### config.mk
export PLATFORM = sky130hd
export DESIGN_NAME = fir_out_fifo
export DESIGN_NICKNAME = d
export VERILOG_FILES = /design/src/rtl/fir_out_fifo.sv
export SDC_FILE = /design/constraint.sdc
export NUM_CORES = 1
export LEC_CHECK = 0
export CAP_MARGIN = 10
export CORE_AREA = 2 2 133 135
export DETAILED_ROUTE_END_ITERATION = 16
export DIE_AREA = 0 0 135 137
export PLACE_DENSITY = 0.55
export SETUP_SLACK_MARGIN = 0.3
export SYNTH_ARGS = -nofsm -noshare
export SYNTH_HDL_FRONTEND = slang
export SYNTH_SLANG_ARGS = --single-unit
### constraint.sdc
create_clock -name clk -period 9.2 [get_ports clk]
set_clock_uncertainty 0.05 [all_clocks]
set_input_delay 2.3 -clock clk [delete_from_list [all_inputs] [get_ports clk]]
set_output_delay 2.3 -clock clk [all_outputs]
set_load 0.005 [all_outputs]
### src/rtl/fir_out_fifo.sv
// fir_out_fifo: credit-managed output buffer behind a non-stallable FIR.
// The FIR cannot be stalled, so samples already in its pipeline still arrive
// after the upstream source is held off. o_ready deasserts early enough that
// those PIPE_LAT in-flight samples always find a free slot. Any sample that
// still arrives at a full buffer with no pop is dropped and flagged in a
// sticky overflow bit.
//
// Storage is a circular buffer with a registered-read memory. A head register
// is reloaded every cycle from the entry the read pointer will point to next.
// When that entry is being written in the same cycle, the incoming sample is
// taken directly. This gives first-word fall-through with one cycle of
// latency from push to o_valid.
//
// DEPTH must be a power of two and at least PIPE_LAT+2.
module fir_out_fifo #(
    parameter int OUT_W    = 16,
    parameter int DEPTH    = 8,
    parameter int PIPE_LAT = 3
) (
    input  logic                       clk,
    input  logic                       rst,
    input  logic signed [OUT_W-1:0]    i_data,
    input  logic                       i_valid,
    output logic                       o_ready,
    output logic signed [OUT_W-1:0]    o_data,
    output logic                       o_valid,
    input  logic                       i_ready,
    output logic [$clog2(DEPTH):0]     o_count,
    output logic                       o_overflow,
    input  logic                       i_clr_ovf
);

    localparam int PTR_W = $clog2(DEPTH);
    localparam int CNT_W = PTR_W + 1;

    localparam logic [CNT_W-1:0] FULL_CNT   = CNT_W'(DEPTH);
    // Highest occupancy at which upstream may still launch a sample: the
    // remaining slots must absorb everything already inside the FIR pipeline.
    localparam logic [CNT_W-1:0] CREDIT_MAX = CNT_W'(DEPTH - PIPE_LAT - 1);
    localparam logic [PTR_W-1:0] PTR_LAST   = PTR_W'(DEPTH - 1);

    logic signed [OUT_W-1:0] mem [DEPTH];

    logic [PTR_W-1:0] wr_ptr_q, wr_ptr_d;
    logic [PTR_W-1:0] rd_ptr_q, rd_ptr_d;
    logic [CNT_W-1:0] count_q,  count_d;
    logic             ovf_q,    ovf_d;
    logic signed [OUT_W-1:0] head_q;

    logic push;
    logic pop;
    logic drop;
    logic head_bypass;

    // Handshake decode. A full buffer still accepts a sample when the sink
    // frees a slot in the same cycle, so push depends on pop.
    always_comb begin
        pop         = (count_q != '0) && i_ready;
        push        = i_valid && ((count_q < FULL_CNT) || pop);
        drop        = i_valid && !push;
        // The head to be loaded is the slot being written when the buffer
        // holds exactly this new sample after the edge.
        head_bypass = push && (wr_ptr_q == rd_ptr_d);
    end

    // Next-state computation for pointers, occupancy and overflow flag.
    always_comb begin
        wr_ptr_d = wr_ptr_q;
        rd_ptr_d = rd_ptr_q;
        count_d  = count_q;
        ovf_d    = ovf_q;

        if (push) begin
            wr_ptr_d = (wr_ptr_q == PTR_LAST) ? '0 : wr_ptr_q + 1'b1;
        end
        if (pop) begin
            rd_ptr_d = (rd_ptr_q == PTR_LAST) ? '0 : rd_ptr_q + 1'b1;
        end

        case ({push, pop})
            2'b10:   count_d = count_q + 1'b1;
            2'b01:   count_d = count_q - 1'b1;
            default: count_d = count_q;
        endcase

        // A new drop wins over a clear in the same cycle.
        if (drop) begin
            ovf_d = 1'b1;
        end else if (i_clr_ovf) begin
            ovf_d = 1'b0;
        end
    end

    // Control state registers with synchronous reset.
    always_ff @(posedge clk) begin
        if (rst) begin
            wr_ptr_q <= '0;
            rd_ptr_q <= '0;
            count_q  <= '0;
            ovf_q    <= 1'b0;
        end else begin
            wr_ptr_q <= wr_ptr_d;
            rd_ptr_q <= rd_ptr_d;
            count_q  <= count_d;
            ovf_q    <= ovf_d;
        end
    end

    // Sample storage write port; contents are not cleared by reset.
    always_ff @(posedge clk) begin
        if (push && !rst) begin
            mem[wr_ptr_q] <= i_data;
        end
    end

    // Registered read of the next head entry, with write-through bypass.
    always_ff @(posedge clk) begin
        if (head_bypass) begin
            head_q <= i_data;
        end else begin
            head_q <= mem[rd_ptr_d];
        end
    end

    // Output drive: everything comes from registered state.
    always_comb begin
        o_valid    = (count_q != '0);
        o_data     = head_q;
        o_count    = count_q;
        o_overflow = ovf_q;
        o_ready    = (count_q <= CREDIT_MAX);
    end

endmodule

==> parameters.txt <==
Parameter                              Value

Run status
  Outcome    finished, final reports clean

STA
  Post-layout minimum cycle time    5.31 ns
  Least-Margin Pin Slew    1.12 ns
  Upper clock frequency limit    0.189 GHz
  Share of the cycle needed by the critical path after routing    57.7%
  Number of failing setup endpoints in the final timing report    0
  Max Transition Viols Final    0
  Slew headroom    about 25%
  Final hold viol count    0
  Tightest hold margin    0.423 ns
  Setup repair after global routing missed its margin    false
  Setup TNS Final    0 ns

Setup path
  Worst Setup End Kind    register
  Type of origin of the critical path    input pin
  Top fanout value on the critical path    36
  Slowest stage cell on the critical path    nand2b_2
  Type of the worst setup path    input pin to register
  Destination of the critical timing path    o_data[4]$_DFF_P_
  Launch point of the worst reg-to-reg path    o_count[3]$_SDFFE_PP0P_
  Critical path cell sequence    clkdlybuf4s50_1 -> o41ai_4 -> buf_4 -> inv_2 -> buf_4 -> nand2b_2 -> mux2i_1 -> a221oi_1 -> nor3_1 -> o31ai_1
  Worst path buffer plus inverter count    4
  Number of cells on the critical path    10
  Critical Path Source    i_ready
  Worst-case register-to-register setup slack    5.61 ns
  Max incr delay on CP    between 0.6 and 0.7 ns
  Logic depth of the worst register-to-register path    9
  WP data required    between 9 and 10 ns
  Cell mode on critical path    buf_4
  Reg-to-reg endpoint    o_data[4]$_DFF_P_
  Cell type group with the largest total delay on the critical path    buffers and inverters
  Worst endpoint data arrival time    5.59 ns

Power and ir drop
  Leak    2.92 nW
  Switching Share    ~32%
  Internal    1.69 mW
  Total Power Consumption    2.49 mW
  Combinational group share of total power    33.5%
  Part of the power in registers    34.7%
  Clock power frac    31.8%
  Sw power    0.798 mW
  Power density over the cells    308 mW/mm²
  Highest ir drop seen on vdd    138 µV

Finish
  Leading cell type in the layout, fill and taps excluded    edfxtp_1
  Most used cells in the layout excluding fill and tap cells    edfxtp_1, nand2_1, a21oi_1
  Layout Area Growth over Synthesis    20.4%
  Number of nets at the end of the flow    622
  Utilization of the core after routing    47.3%
  Share of final-layout standard cells stronger than drive strength 1    9.56%
  Diodes inserted    0

GRT
  Number of antenna violations at the first check in global routing    0
  First-pass GRT wire length    24.6 mm
  Maximum number of pins on one net before global-route repair    43
  Total GRT Usage    around 18%
  Via count of the first global-routing pass    4522
  Overflow left after global routing    0

Clock tree
  CTS hold repair buffers    0
  CTS buffer count    17
  Clock tree from TritonCTS    yes
  CTS H-tree depth    4
  Number of setup buffers added after CTS    0
  Insertion delay to the later sink of the worst-skew pair    0.42 ns
  Max clock buf depth    2
  Clock-pin slew on the worst setup and hold paths    0.06 ns
  Clock Root Buffer    clkbuf_16
  Clock sinks    155
  PostCTS Resize Cnt    0

Flow run
  Total of max-cap violations    0

Drt
  Via count normalized by instance count    5.42
  Average wire per standard cell    18.8 µm
  Remaining DRCs    0
  Post-route antenna net violation count    0
  Via total after detailed routing    4511
  DRT iter0 DRCs    338
  Total routed wirelength    15.6 mm
  Number of optimization iterations in the first detailed-route pass    5

Yosys
  Xor/xnor share of the synthesized area    less than 1%
  Combinational family with the most area after synthesis    compound AO/OA/AOI/OAI gates
  Share of synthesized area occupied by flip-flops and latches    65.5%
  Library cells used by synthesis    34
  Number of warnings printed during yosys synthesis    0
  Net count after synthesis    582
  Post-synthesis compound-gate area fraction    12.4%
  Synthesized instance count    554
  Adder-cell area share of the yosys netlist    1.31%
  Multiplexer share of the synthesized area    roughly 5.8%
  Number of storage elements in the synthesis netlist    155
  Synthesized area per cell    12.1 µm²
  Post-Synthesis Cell Area    between 0.006 and 0.007 mm²
  Area fraction in and, or, nand and nor cells after synthesis    11.6%

Min path
  Kind of path behind the tightest hold check    register to register

Die
  Standard cell core area    0.0171 mm²
  Count of pins on the block boundary    44
  Initial cell density of the core    39.3%
  Number of cell rows    48
  Die extent in x    135 µm
  Area enclosed by the die boundary    0.0185 mm²
  Die span in y    about 140 µm

Place
  Global placement routability congestion    0.725
  Port Buffer Count    between 40 and 50
  HPWL after detailed placement    8.89 mm
worst min path at each step:
| stage | from | end | slack (ns) | cells past startpoint |
|---|---|---|---|---|
| floorplan | o_overflow$_SDFFE_PP0P_ | o_overflow$_SDFFE_PP0P_ | 0.41 | 2 |
| global placement | o_overflow$_SDFFE_PP0P_ | o_overflow$_SDFFE_PP0P_ | 0.41 | 2 |
| detailed placement | o_overflow$_SDFFE_PP0P_ | o_overflow$_SDFFE_PP0P_ | 0.42 | 2 |
| CTS | o_overflow$_SDFFE_PP0P_ | o_overflow$_SDFFE_PP0P_ | 0.43 | 2 |
| global route | o_overflow$_SDFFE_PP0P_ | o_overflow$_SDFFE_PP0P_ | 0.46 | 2 |
| finish | o_overflow$_SDFFE_PP0P_ | o_overflow$_SDFFE_PP0P_ | 0.42 | 2 |
routing by layer:
layer	track usage, %	part of all wire [%]	routed length, µm	vias to the layer above
met1	22.8	47	7270	2236
li1	-	-	-	2159
met2	30.1	49	7620	102
met5	0	0	0	-
met3	3.63	3.4	533	14
met4	6.37	1.2	183	0
final cells by class:
| type | count | area (µm²) |
|---|---|---|
| clock buffers | 17 | 425 |
| clock inverters | 15 | 244 |
| fillers | 1526 | 8990 |
| inverters | 3 | 11.3 |
| multi-input cells | 358 | 2170 |
| flip-flops and latches | 155 | 4380 |
| well taps | 225 | 282 |
| repair buffers | 59 | 551 |
worst register-to-register path, delay by kind of cell, from the launching register on:
| kind | cells | cell delay [ns] |
|---|---|---|
| AO/OA/AOI/OAI | 3 | 1.00 |
| AND/OR/NAND/NOR | 2 | 0.93 |
| buffers and inverters | 3 | 0.87 |
| flip-flops | 1 | 0.39 |
| multiplexers | 1 | 0.26 |
stage by stage:
| stage | instance area (µm²) | setup slack, ns | cells |
|---|---|---|---|
| final | 8060 | 3.90 | 832 |
| after global routing | 8060 | 3.70 | 832 |
| after detailed placement | 7390 | 3.47 | 800 |
| after CTS | 8060 | 3.92 | 832 |
| after global placement | 7390 | 3.58 | 800 |
| after floorplan | 6700 | 4.66 | 554 |
cells in the mapped netlist, drive strengths merged:
cell type | number | area, µm²
a2111oi | 6 | 52.6
a211oi | 1 | 7.51
a21oi | 67 | 335
a221oi | 30 | 263
a31oi | 1 | 6.26
and3 | 1 | 6.26
buf | 10 | 48.8
clkbuf | 28 | 105
clkinv | 1 | 3.75
dfxtp | 27 | 541
edfxtp | 128 | 3840
ha | 7 | 87.6
inv | 2 | 7.51
mux2 | 1 | 11.3
mux2i | 36 | 377
nand2 | 83 | 312
nand2b | 4 | 25.0
nand3b | 1 | 7.51
nor2 | 48 | 180
nor2b | 6 | 37.5
nor3 | 34 | 170
nor3b | 1 | 7.51
nor4 | 1 | 21.3
o21a | 1 | 7.51
o21ai | 4 | 20.0
o31ai | 15 | 113
o41ai | 1 | 27.5
or3 | 2 | 12.5
xnor2 | 3 | 26.3
xor2 | 4 | 35.0
cells by family (layout without fill, tap and decap cells):
group / count (synthesis) / count (layout)
buffers and inverters: 41 / 94
and+or+nand+nor: 181 / 181
adders and majority gates: 7 / 7
muxes: 37 / 37
DFF: 155 / 155
AOI/OAI and AO/OA: 126 / 126
xor gates and xnor gates: 7 / 7
registers in the layout (all words and copies together), names as in the netlist:
name	cells
rd_ptr_q	3
o_count	4
mem	128
o_data	16
wr_ptr_q	3
o_overflow	1
power by group through the flow:
stage,logic [mW],clock network [mW],registers [mW]
after global placement,0.811,0,0.880
after detailed placement,0.835,0,0.877
after CTS,0.842,0.805,0.864
after global routing,0.924,0.834,0.868
final,0.832,0.792,0.863
after floorplan,0.571,0,0.868
(Power assumes the default switching activity.)
